==> config.mk <==
export PLATFORM = sky130hd
export DESIGN_NAME = mem_ctrl
export DESIGN_NICKNAME = d
export VERILOG_FILES = /design/src/rtl/mem_ctrl.sv
export SDC_FILE = /design/constraint.sdc
export NUM_CORES = 1
export LEC_CHECK = 0
export ABC_AREA = 1
export CELL_PAD_IN_SITES_DETAIL_PLACEMENT = 0
export CELL_PAD_IN_SITES_GLOBAL_PLACEMENT = 1
export CORE_MARGIN = 2
export CORE_UTILIZATION = 49
export DETAILED_ROUTE_END_ITERATION = 7
export PLACE_DENSITY_LB_ADDON = 0.1
export SYNTH_ARGS = -nofsm -noshare
export SYNTH_HDL_FRONTEND = slang
export SYNTH_SLANG_ARGS = --single-unit
==> constraint.sdc <==
create_clock -name clk_in -period 2.2 [get_ports clk_in]
set_clock_uncertainty 0.15 [all_clocks]
set_input_delay 0.22 -clock clk_in [delete_from_list [all_inputs] [get_ports clk_in]]
set_output_delay 0.22 -clock clk_in [all_outputs]
set_load 0.1 [all_outputs]
==> src/rtl/mem_ctrl.sv <==
// mem_ctrl: CPU-side memory controller for a Game Boy style system.
// Decodes the internal registers (HRAM, IF, IE, DMA, BOOT), forwards all
// other CPU accesses to the external memory bus, and runs the OAM DMA engine
// that copies 160 bytes from {src,00}..{src,9F} into OAM.
//
// Handshake: there is no valid/ready pair here. Every CPU access is qualified
// by mclk_in; an access is "presented" on a clk_in edge where mclk_in=1, the
// write commits on that edge and the read byte appears on cpu_rdata after it.
// External and OAM write strobes are combinational and are one clk_in wide
// because mclk_in itself is one clk_in wide.
module mem_ctrl (
  input  logic        clk_in,
  input  logic        rst_in,
  input  logic        mclk_in,
  input  logic [15:0] cpu_addr,
  input  logic [7:0]  cpu_wdata,
  input  logic        cpu_write,
  output logic [7:0]  cpu_rdata,
  output logic [15:0] ext_addr,
  input  logic [7:0]  ext_rdata,
  output logic [7:0]  ext_wdata,
  output logic        ext_write,
  output logic [7:0]  oam_addr,
  output logic [7:0]  oam_wdata,
  output logic        oam_write,
  input  logic [4:0]  irq_req,
  output logic [7:0]  ie_out,
  output logic [4:0]  if_out,
  output logic        dma_active,
  output logic        boot_en,
  output logic [1:0]  dma_state
);

  typedef enum logic [1:0] {
    DMA_IDLE   = 2'd0,
    DMA_START  = 2'd1,
    DMA_ACTIVE = 2'd2
  } dma_state_t;

  localparam logic [7:0] LAST_INDEX = 8'd159;

  // Registers
  logic [7:0]  r_rdata;
  logic [4:0]  r_if;
  logic [7:0]  r_ie;
  logic [7:0]  r_dma_src;
  logic        r_boot_en;
  dma_state_t  r_state;
  logic [7:0]  r_index;
  logic [7:0]  r_hram [0:126];

  // Combinational signals
  dma_state_t  w_state_nxt;
  logic [7:0]  w_index_nxt;
  logic        w_sel_hram;
  logic        w_sel_if;
  logic        w_sel_dma;
  logic        w_sel_boot;
  logic        w_sel_ie;
  logic        w_sel_ext;
  logic        w_cpu_wr;
  logic        w_dma_busy;
  logic [7:0]  w_rd_byte;

  // Address decode of the internal register space
  always_comb begin
    w_sel_hram = (cpu_addr[15:7] == 9'h1FF) && (cpu_addr[6:0] != 7'h7F);
    w_sel_if   = (cpu_addr == 16'hFF0F);
    w_sel_dma  = (cpu_addr == 16'hFF46);
    w_sel_boot = (cpu_addr == 16'hFF50);
    w_sel_ie   = (cpu_addr == 16'hFFFF);
    w_sel_ext  = !(w_sel_hram || w_sel_if || w_sel_dma || w_sel_boot || w_sel_ie);
    w_cpu_wr   = cpu_write && mclk_in;
    w_dma_busy = (r_state == DMA_ACTIVE);
  end

  // Read byte selection; the external bus belongs to DMA while it is active
  always_comb begin
    w_rd_byte = 8'hFF;
    if (w_sel_hram) begin
      w_rd_byte = r_hram[cpu_addr[6:0]];
    end else if (w_sel_if) begin
      w_rd_byte = {3'b111, r_if};
    end else if (w_sel_dma) begin
      w_rd_byte = r_dma_src;
    end else if (w_sel_boot) begin
      w_rd_byte = 8'hFF;
    end else if (w_sel_ie) begin
      w_rd_byte = r_ie;
    end else if (!w_dma_busy) begin
      w_rd_byte = ext_rdata;
    end
  end

  // DMA next-state logic; a write to FF46 restarts from any state
  always_comb begin
    w_state_nxt = r_state;
    w_index_nxt = r_index;
    case (r_state)
      DMA_IDLE: begin
        w_state_nxt = DMA_IDLE;
      end
      DMA_START: begin
        if (mclk_in) begin
          w_state_nxt = DMA_ACTIVE;
          w_index_nxt = 8'd0;
        end
      end
      DMA_ACTIVE: begin
        if (mclk_in) begin
          if (r_index == LAST_INDEX) begin
            w_state_nxt = DMA_IDLE;
            w_index_nxt = 8'd0;
          end else begin
            w_index_nxt = r_index + 8'd1;
          end
        end
      end
      default: begin
        w_state_nxt = DMA_IDLE;
        w_index_nxt = 8'd0;
      end
    endcase
    if (w_cpu_wr && w_sel_dma) begin
      w_state_nxt = DMA_START;
      w_index_nxt = 8'd0;
    end
  end

  // DMA state and transfer index registers
  always_ff @(posedge clk_in or negedge rst_in) begin
    if (!rst_in) begin
      r_state <= DMA_IDLE;
      r_index <= 8'd0;
    end else begin
      r_state <= w_state_nxt;
      r_index <= w_index_nxt;
    end
  end

  // Registered CPU read data, loaded once per M-cycle
  always_ff @(posedge clk_in or negedge rst_in) begin
    if (!rst_in) begin
      r_rdata <= 8'hFF;
    end else if (mclk_in) begin
      r_rdata <= w_rd_byte;
    end
  end

  // Interrupt flags: incoming requests are OR'd after the CPU write so they win
  always_ff @(posedge clk_in or negedge rst_in) begin
    if (!rst_in) begin
      r_if <= 5'd0;
    end else begin
      r_if <= ((w_cpu_wr && w_sel_if) ? cpu_wdata[4:0] : r_if) | irq_req;
    end
  end

  // IE, DMA source and boot overlay registers
  always_ff @(posedge clk_in or negedge rst_in) begin
    if (!rst_in) begin
      r_ie      <= 8'd0;
      r_dma_src <= 8'hFF;
      r_boot_en <= 1'b1;
    end else begin
      if (w_cpu_wr && w_sel_ie) begin
        r_ie <= cpu_wdata;
      end
      if (w_cpu_wr && w_sel_dma) begin
        r_dma_src <= cpu_wdata;
      end
      if (w_cpu_wr && w_sel_boot && (cpu_wdata != 8'd0)) begin
        r_boot_en <= 1'b0;
      end
    end
  end

  // HRAM storage; contents are deliberately left uninitialised by reset
  always_ff @(posedge clk_in) begin
    if (w_cpu_wr && w_sel_hram) begin
      r_hram[cpu_addr[6:0]] <= cpu_wdata;
    end
  end

  // Output drive: DMA owns ext_addr only while ACTIVE
  always_comb begin
    cpu_rdata  = r_rdata;
    ext_addr   = w_dma_busy ? {r_dma_src, r_index} : cpu_addr;
    ext_wdata  = cpu_wdata;
    ext_write  = rst_in && w_cpu_wr && w_sel_ext && !w_dma_busy;
    oam_addr   = r_index;
    oam_wdata  = ext_rdata;
    oam_write  = w_dma_busy && mclk_in;
    ie_out     = r_ie;
    if_out     = r_if;
    dma_active = (r_state != DMA_IDLE);
    boot_en    = r_boot_en;
    dma_state  = r_state;
  end

endmodule

Yosys cells after proc, flatten, opt, wreduce, memory -nomap -nowiden
Memories as Yosys holds them, arrays and structs flattened.
Cells that the tools add are included.
Word-level totals
  word-level logic and storage cells: 66
  bits in writable memories: 1016
  output and inout bits: 67
  flip-flop bits (word level): 40
  memories kept: 1
  input port bits: 41
Operators by class
  add/subtract/negate cells: 1
  eq/ne operators: 13
  multiplexer cells: 20
  reductions and logical operators: 23
  bitwise gates (word level): 1
Memories
  r_hram: words 127, bits a word 8, rd ports 1, clocked after Yosys merged registers in 0, wr ports 1, line 50  | logic [7:0] r_hram [0:126];
Operators with widths (number)
  $mux W8: 10
  $eq A16 B16 Y1 const B: 4
  $pmux W8 S3: 1
  $mux W16: 1
  $logic_and A1 B1 Y1: 12
  $eq A9 B9 Y1 const B: 1
  $add A8 B1 Y8 const B: 1
  $eq A8 B8 Y1 const B: 1
  $mux W2: 4
  $reduce_bool A8 Y1: 1
  $ne A7 B7 Y1 const B: 1
  $reduce_and A3 Y1: 2
  $mux W5: 1
  $or A5 B5 Y5: 1
  $logic_or A1 B1 Y1: 4
  $pmux W2 S2: 1
  $ne A3 B1 Y1 const B: 1
  $ne A3 B2 Y1 const B: 1
  $ne A3 B3 Y1 const B: 1
  $eq A2 B1 Y1 const B: 1
  $eq A2 B2 Y1 const B: 1
  $logic_not A1 Y1: 2
  $logic_not A2 Y1: 1
  $mux W1: 2
  2 further kinds: 2

Logic depth before layout (Yosys ltp)
  depth after elaboration: 9
  mapped depth: 18
  gate-level depth less buffers: 16

Worst setup path before layout
Ideal clock, no wire load.
  path kind: flip-flop to output port
  from: reg r_state[0] (netlist: dma_state[0])
  to: out ext_write
  arrival: 4.500 ns
  required time: 1.830 ns
  buffers on the path: 1
  cell stages (with the launch flop): 6
  setup slack: -2.670 ns
  path through: dfrtp_1 > nor2_1 > inv_1 > clkbuf_1 > nand4_1 > nor4_1
On the way
  cells in the longest elaborated chain, start to end: 3
RTL lines
  start: declaration: line 48  | dma_state_t r_state;
  start signal: assignment: line 136  | r_state <= w_state_nxt;
  $eq A2 B2 Y1: line 74  | w_dma_busy = (r_state == DMA_ACTIVE);
  $logic_not A1 Y1: line 190  | ext_write = rst_in && w_cpu_wr && w_sel_ext && !w_dma_busy;
  $logic_and A1 B1 Y1: line 190
  end: declaration: line 22  | output logic ext_write,
Every way passes these cells.

Worst setup path after layout
  from: in cpu_addr[4]
  to: out ext_write
On the way
  cells in the longest elaborated chain, start to end: 9
  elaborated cells on any way between the ends: 13
  classes of those cells: 5 x eq/ne; 8 x reduce/logical
RTL lines
  start: declaration: line 15  | input logic [15:0] cpu_addr,
  $ne A7 B7 Y1: line 67  | w_sel_hram = (cpu_addr[15:7] == 9'h1FF) && (cpu_addr[6:0] != 7'h7F);
  $logic_and A1 B1 Y1: line 67
  $logic_or A1 B1 Y1 (3 in a row): line 72  | w_sel_ext = !(w_sel_hram || w_sel_if || w_sel_dma || w_sel_boot || w_sel_ie);
  $logic_or A1 B1 Y1 *: line 72
  $logic_not A1 Y1 *: line 72
  $logic_and A1 B1 Y1 * (2 in a row): line 190
Mark *: on every way between the ends. The rest lies on a longest branch, timed or not.

==> run summary <==
For the total count of max-transition violations in the final report, the log shows 0. Counting along the longest clock path gives a buffer depth of 3. The routed wire length came out at 133000 um.

TritonCTS built the clock tree. The root buffer cell chosen for the clock tree is clkbuf_16. The sequential cell area fraction in the yosys report came out at 0.699. In the synthesized netlist, the number of instances is 4448. Across the whole layout, storage elements account for 31500 um^2.

The latest clock arrival within the worst-skew pair was 0.69 ns. The count of final hold-check violations came out at 0. The first global-routing pass estimated 199000 um of wire. The area of the multi-input gates came out at 12800 um^2. Each instance of the synthesized netlist takes up on average 10.1 um^2. The share of final-layout standard cells stronger than drive strength 1 was 0.178. The sink of the worst hold path is if_out[4]. Across the VDD grid, the largest voltage drop is 0.990 mV. The top cell type's share of synthesized area is 0.676, and the final worst slack is -0.211 ns. The synthesized-area fraction occupied by and/or/nand/nor cells works out to 0.235. The endpoint identified for the worst register-to-register timing path is cpu_rdata[4]. For the worst flop-to-flop path, the logic depth is 14. The tools report the maximum level of the CTS H-tree as 3. The sum of met3 wire segment lengths after detailed routing was 8580 um; the total number of placement rows was 111. The number of vias per cell is 5.21. The worst-case headroom to the max-slew limit came out at 0.612.

The measured slew at the worst slew-check pin is 0.582 ns, and the count of fill cells added during filler insertion is 7408. The repair_antennas step left the layout with diodes totalling 0. Counting tap cells, the placed design contains a total of 5979 instances.

Counting instances, the worst hold path has a depth of 3. The floorplan die height was 307 um. The flow ran to the end, but the final reports show violations. The adder-cell share of the synthesized area is 0.000277. The number of clock buffers added by TritonCTS is 105. The area overhead of the layout relative to synthesis came out at 25.2%. The number of standard cells in the final layout excluding fillers came out at 6190. In this run the remaining antenna-violating nets after routing total 0. For this run, the top clock speed supported by timing is 415 MHz. The data arrival time at the worst-slack endpoint came out at 2.04 ns. Compound-gate portion of the synthesized area: 0.0311. The worst hold path begins at irq_req[4]. Area of the mapped netlist: 45100 um^2.

For the count of warnings emitted by yosys, the log shows 0. The tools report the count of unresolved DRC violations after routing as 0. The run gives 90800 um as the post-DP HPWL.

Ranked by total cell area, the synthesized netlist is headed by edfxtp_1, nand2_1, nor2_1, o21ai_0, buf_2. The number of top-level pins is 108. Cell accounting for the most synthesized area: edfxtp_1. In this run, synthesis produced a sequential element count of 1056. The kind of path behind the tightest hold check was primary input to register. In this run, the number of DRC markers left after iteration 0 of detailed routing was 3377.

The total area inside the core boundary comes to 91500 um^2. STA classifies the critical path startpoint as a primary input. The number of iterations in the first detailed-routing pass was 5; the post-synthesis xor/xnor area fraction was 0.000194.

Setup violations remaining at the end of the flow were counted as 18. Dividing total power by cell area gives a power density of 801 nW/um^2. The number of port buffers came out at 107. The highest net fanout along the worst path was 6. For the full die area, the log shows 94500 um^2.

The checks that failed: negative setup slack. The die is 307 um wide. The tools report the overall via count from detail_route as 32257. After clock tree synthesis, the clock-pin slew on the worst setup and hold paths is 0.06 ns. Max-cap violations in this run came to 0. The tools report the all-layer global routing usage as 0.285. For the worst-case setup slack after placement, the log shows -0.590 ns.

The starting utilization of the core area was 0.493; the number of nets in the final layout was 4966. In this run the static leakage power is 23.1 nW. Via count of the first global-routing pass: 31326. The number of clock sinks seen by CTS is 1056.

The tools report the start of the worst register-to-register path as r_hram[100][4]. The fraction of synthesized area in multiplexers came out at 0. Setup repair after global routing could not meet its margin everywhere.

Setup slack on the worst reg-to-reg path comes out at 0.04 ns. Entering global routing, the biggest net connects 73 pins. After synthesis, the largest family of logic cells by area is simple AND/OR/NAND/NOR gates.

The net count of the mapped netlist is 4490. The number of antenna violations at the first check in global routing is 3. The critical path is of the primary input to output port type. The top metal layer carrying routed signals is met4.

Final period utilization: 1.10. The average detailed-routed wire length per instance came out at 21.6 um. In the detailed route, the total length drawn on met2 is 63300 um.

The logs give 1.83 ns for the data required time of the worst path and 0.874 for the routability congestion estimate from global placement. The logs give 57800 um for the detailed-route wire length on metal 1 and 39 for the count of cell types in the netlist. Subtracting the final worst setup slack from the clock period gives 2.41 ns.

The capturing element type of the critical path was an output port. The run gives 0 as the overall overflow remaining after global route.
## layout make-up
| cell class | count | share of cell area |
|---|---|---|
| Clock buffer | 131 | 0.0486 |
| Timing Repair Buffer | 599 | 0.120 |
| Clock inverter | 56 | 0.0107 |
| Tap cell | 1186 | 0.0263 |
| Sequential cell | 1056 | 0.558 |
| Multi-Input combinational cell | 3045 | 0.227 |
| Inverter | 117 | 0.00826 |
## Yosys cell counts, drive strengths merged
cell / count
edfxtp: 1016
o21a: 2
dfrtp: 23
nor4: 4
dfstp: 17
buf: 165
a211oi: 1
o21bai: 1
or2: 5
a22oi: 5
inv: 115
nand4: 19
a32o: 1
nor3: 6
o22a: 1
clkinv: 2
clkbuf: 65
ha: 1
o21ai: 140
nand3: 23
xor2: 1
a21oi: 120
nand2: 2452
nor2: 261
o211ai: 1
o22ai: 1
## worst max-delay path, stage by stage
cell and delay [ns]:
clkdlybuf4s50_1 0.45, buf_6 0.15, inv_1 0.08, nor2_2 0.05
buf_12 0.15, nand2_1 0.08, nor3_1 0.05, nand2_1 0.12
inv_2 0.09, nor4_4 0.38, buf_12 0.22
## cell usage in the layout (no fill, tap or decap), types with 15 or more instances in the layout
cell and n:
dfstp_2 17, inv_1 104, buf_12 173, clkinv_2 22
nand4_1 15, clkdlybuf4s50_1 28, nor2_2 24, clkbuf_1 25
o21ai_0 125, buf_4 379, clkinv_1 19, nor2_4 72
nor2_1 165, dfrtp_1 19, nand2_2 19, a21oi_1 120
edfxtp_1 1016, clkbuf_16 107, nand3_1 23, nand2_1 2419
## state kept, by name (all words and copies together), names as in the netlist
name / cells
if_out: 5
r_dma_src: 8
r_hram: 1016
boot_en: 1
dma_state: 2
cpu_rdata: 8
ie_out: 8
oam_addr: 8
## kinds of logic (layout without fill, tap and decap cells)
| kind of cell | Yosys count | count (layout) |
|---|---|---|
| simple gates | 2770 | 2770 |
| fa+ha+maj | 1 | 1 |
| flops | 1056 | 1056 |
| xor+xnor | 1 | 1 |
| buf+inv | 347 | 903 |
| compound gates | 273 | 273 |
## per-layer routing
metal  global-route usage  up-vias
met5                    0        -
met4               0.0858        0
met3               0.0372      186
met2                0.467     1088
met1                0.401    15469
li1                     -    15514
## power breakdown
group / total [mW] / leakage, nW / internal (mW) / switching [mW]
clock: 17.7 / 1.65 / 10.3 / 7.34
sequential: 22.3 / 9.57 / 22.1 / 0.152
combinational: 5.32 / 11.9 / 1.64 / 3.69
## repair_timing
item,in CTS,in global routing
hold buffers,12,0
pin swaps,4,3
hold endpoints to repair,196,0
setup endpoints to repair,18,37
gates resized for setup,24,23
buffers inserted,8,3
cloned,1,1
## through the flow
| step | TNS [ns] | instance area, um^2 | power, mW | utilization | hold WS (ns) |
|---|---|---|---|---|---|
| final | -2.50 | 56500 | 45.2 | 0.617 | 0.0375 |
| after global routing | -3.56 | 56500 | 46.6 | 0.617 | 0.0309 |
| after CTS | -2.63 | 56400 | 45.5 | 0.616 | 0.000787 |
| after detailed placement | -501.51 | 52800 | 27.9 | 0.576 | 0.239 |
| after global placement | -489.67 | 52800 | 27.9 | 0.576 | 0.228 |
| after floorplan | -11.32 | 45800 | 25.5 | - | -0.226 |
## worst max path at each step
stage / startpoint / end / slack [ns] / cells after the start
after floorplan: dma_state[1] / ext_write / -0.40 / 6
after global placement: cpu_addr[13] / r_hram[17][6] / -0.59 / 12
after detailed placement: cpu_addr[13] / r_hram[113][2] / -0.59 / 12
after CTS: dma_state[1] / ext_write / -0.24 / 6
after global routing: dma_state[1] / ext_write / -0.30 / 6
final: cpu_addr[4] / ext_write / -0.21 / 11
Power figures use the tool's default switching activity.
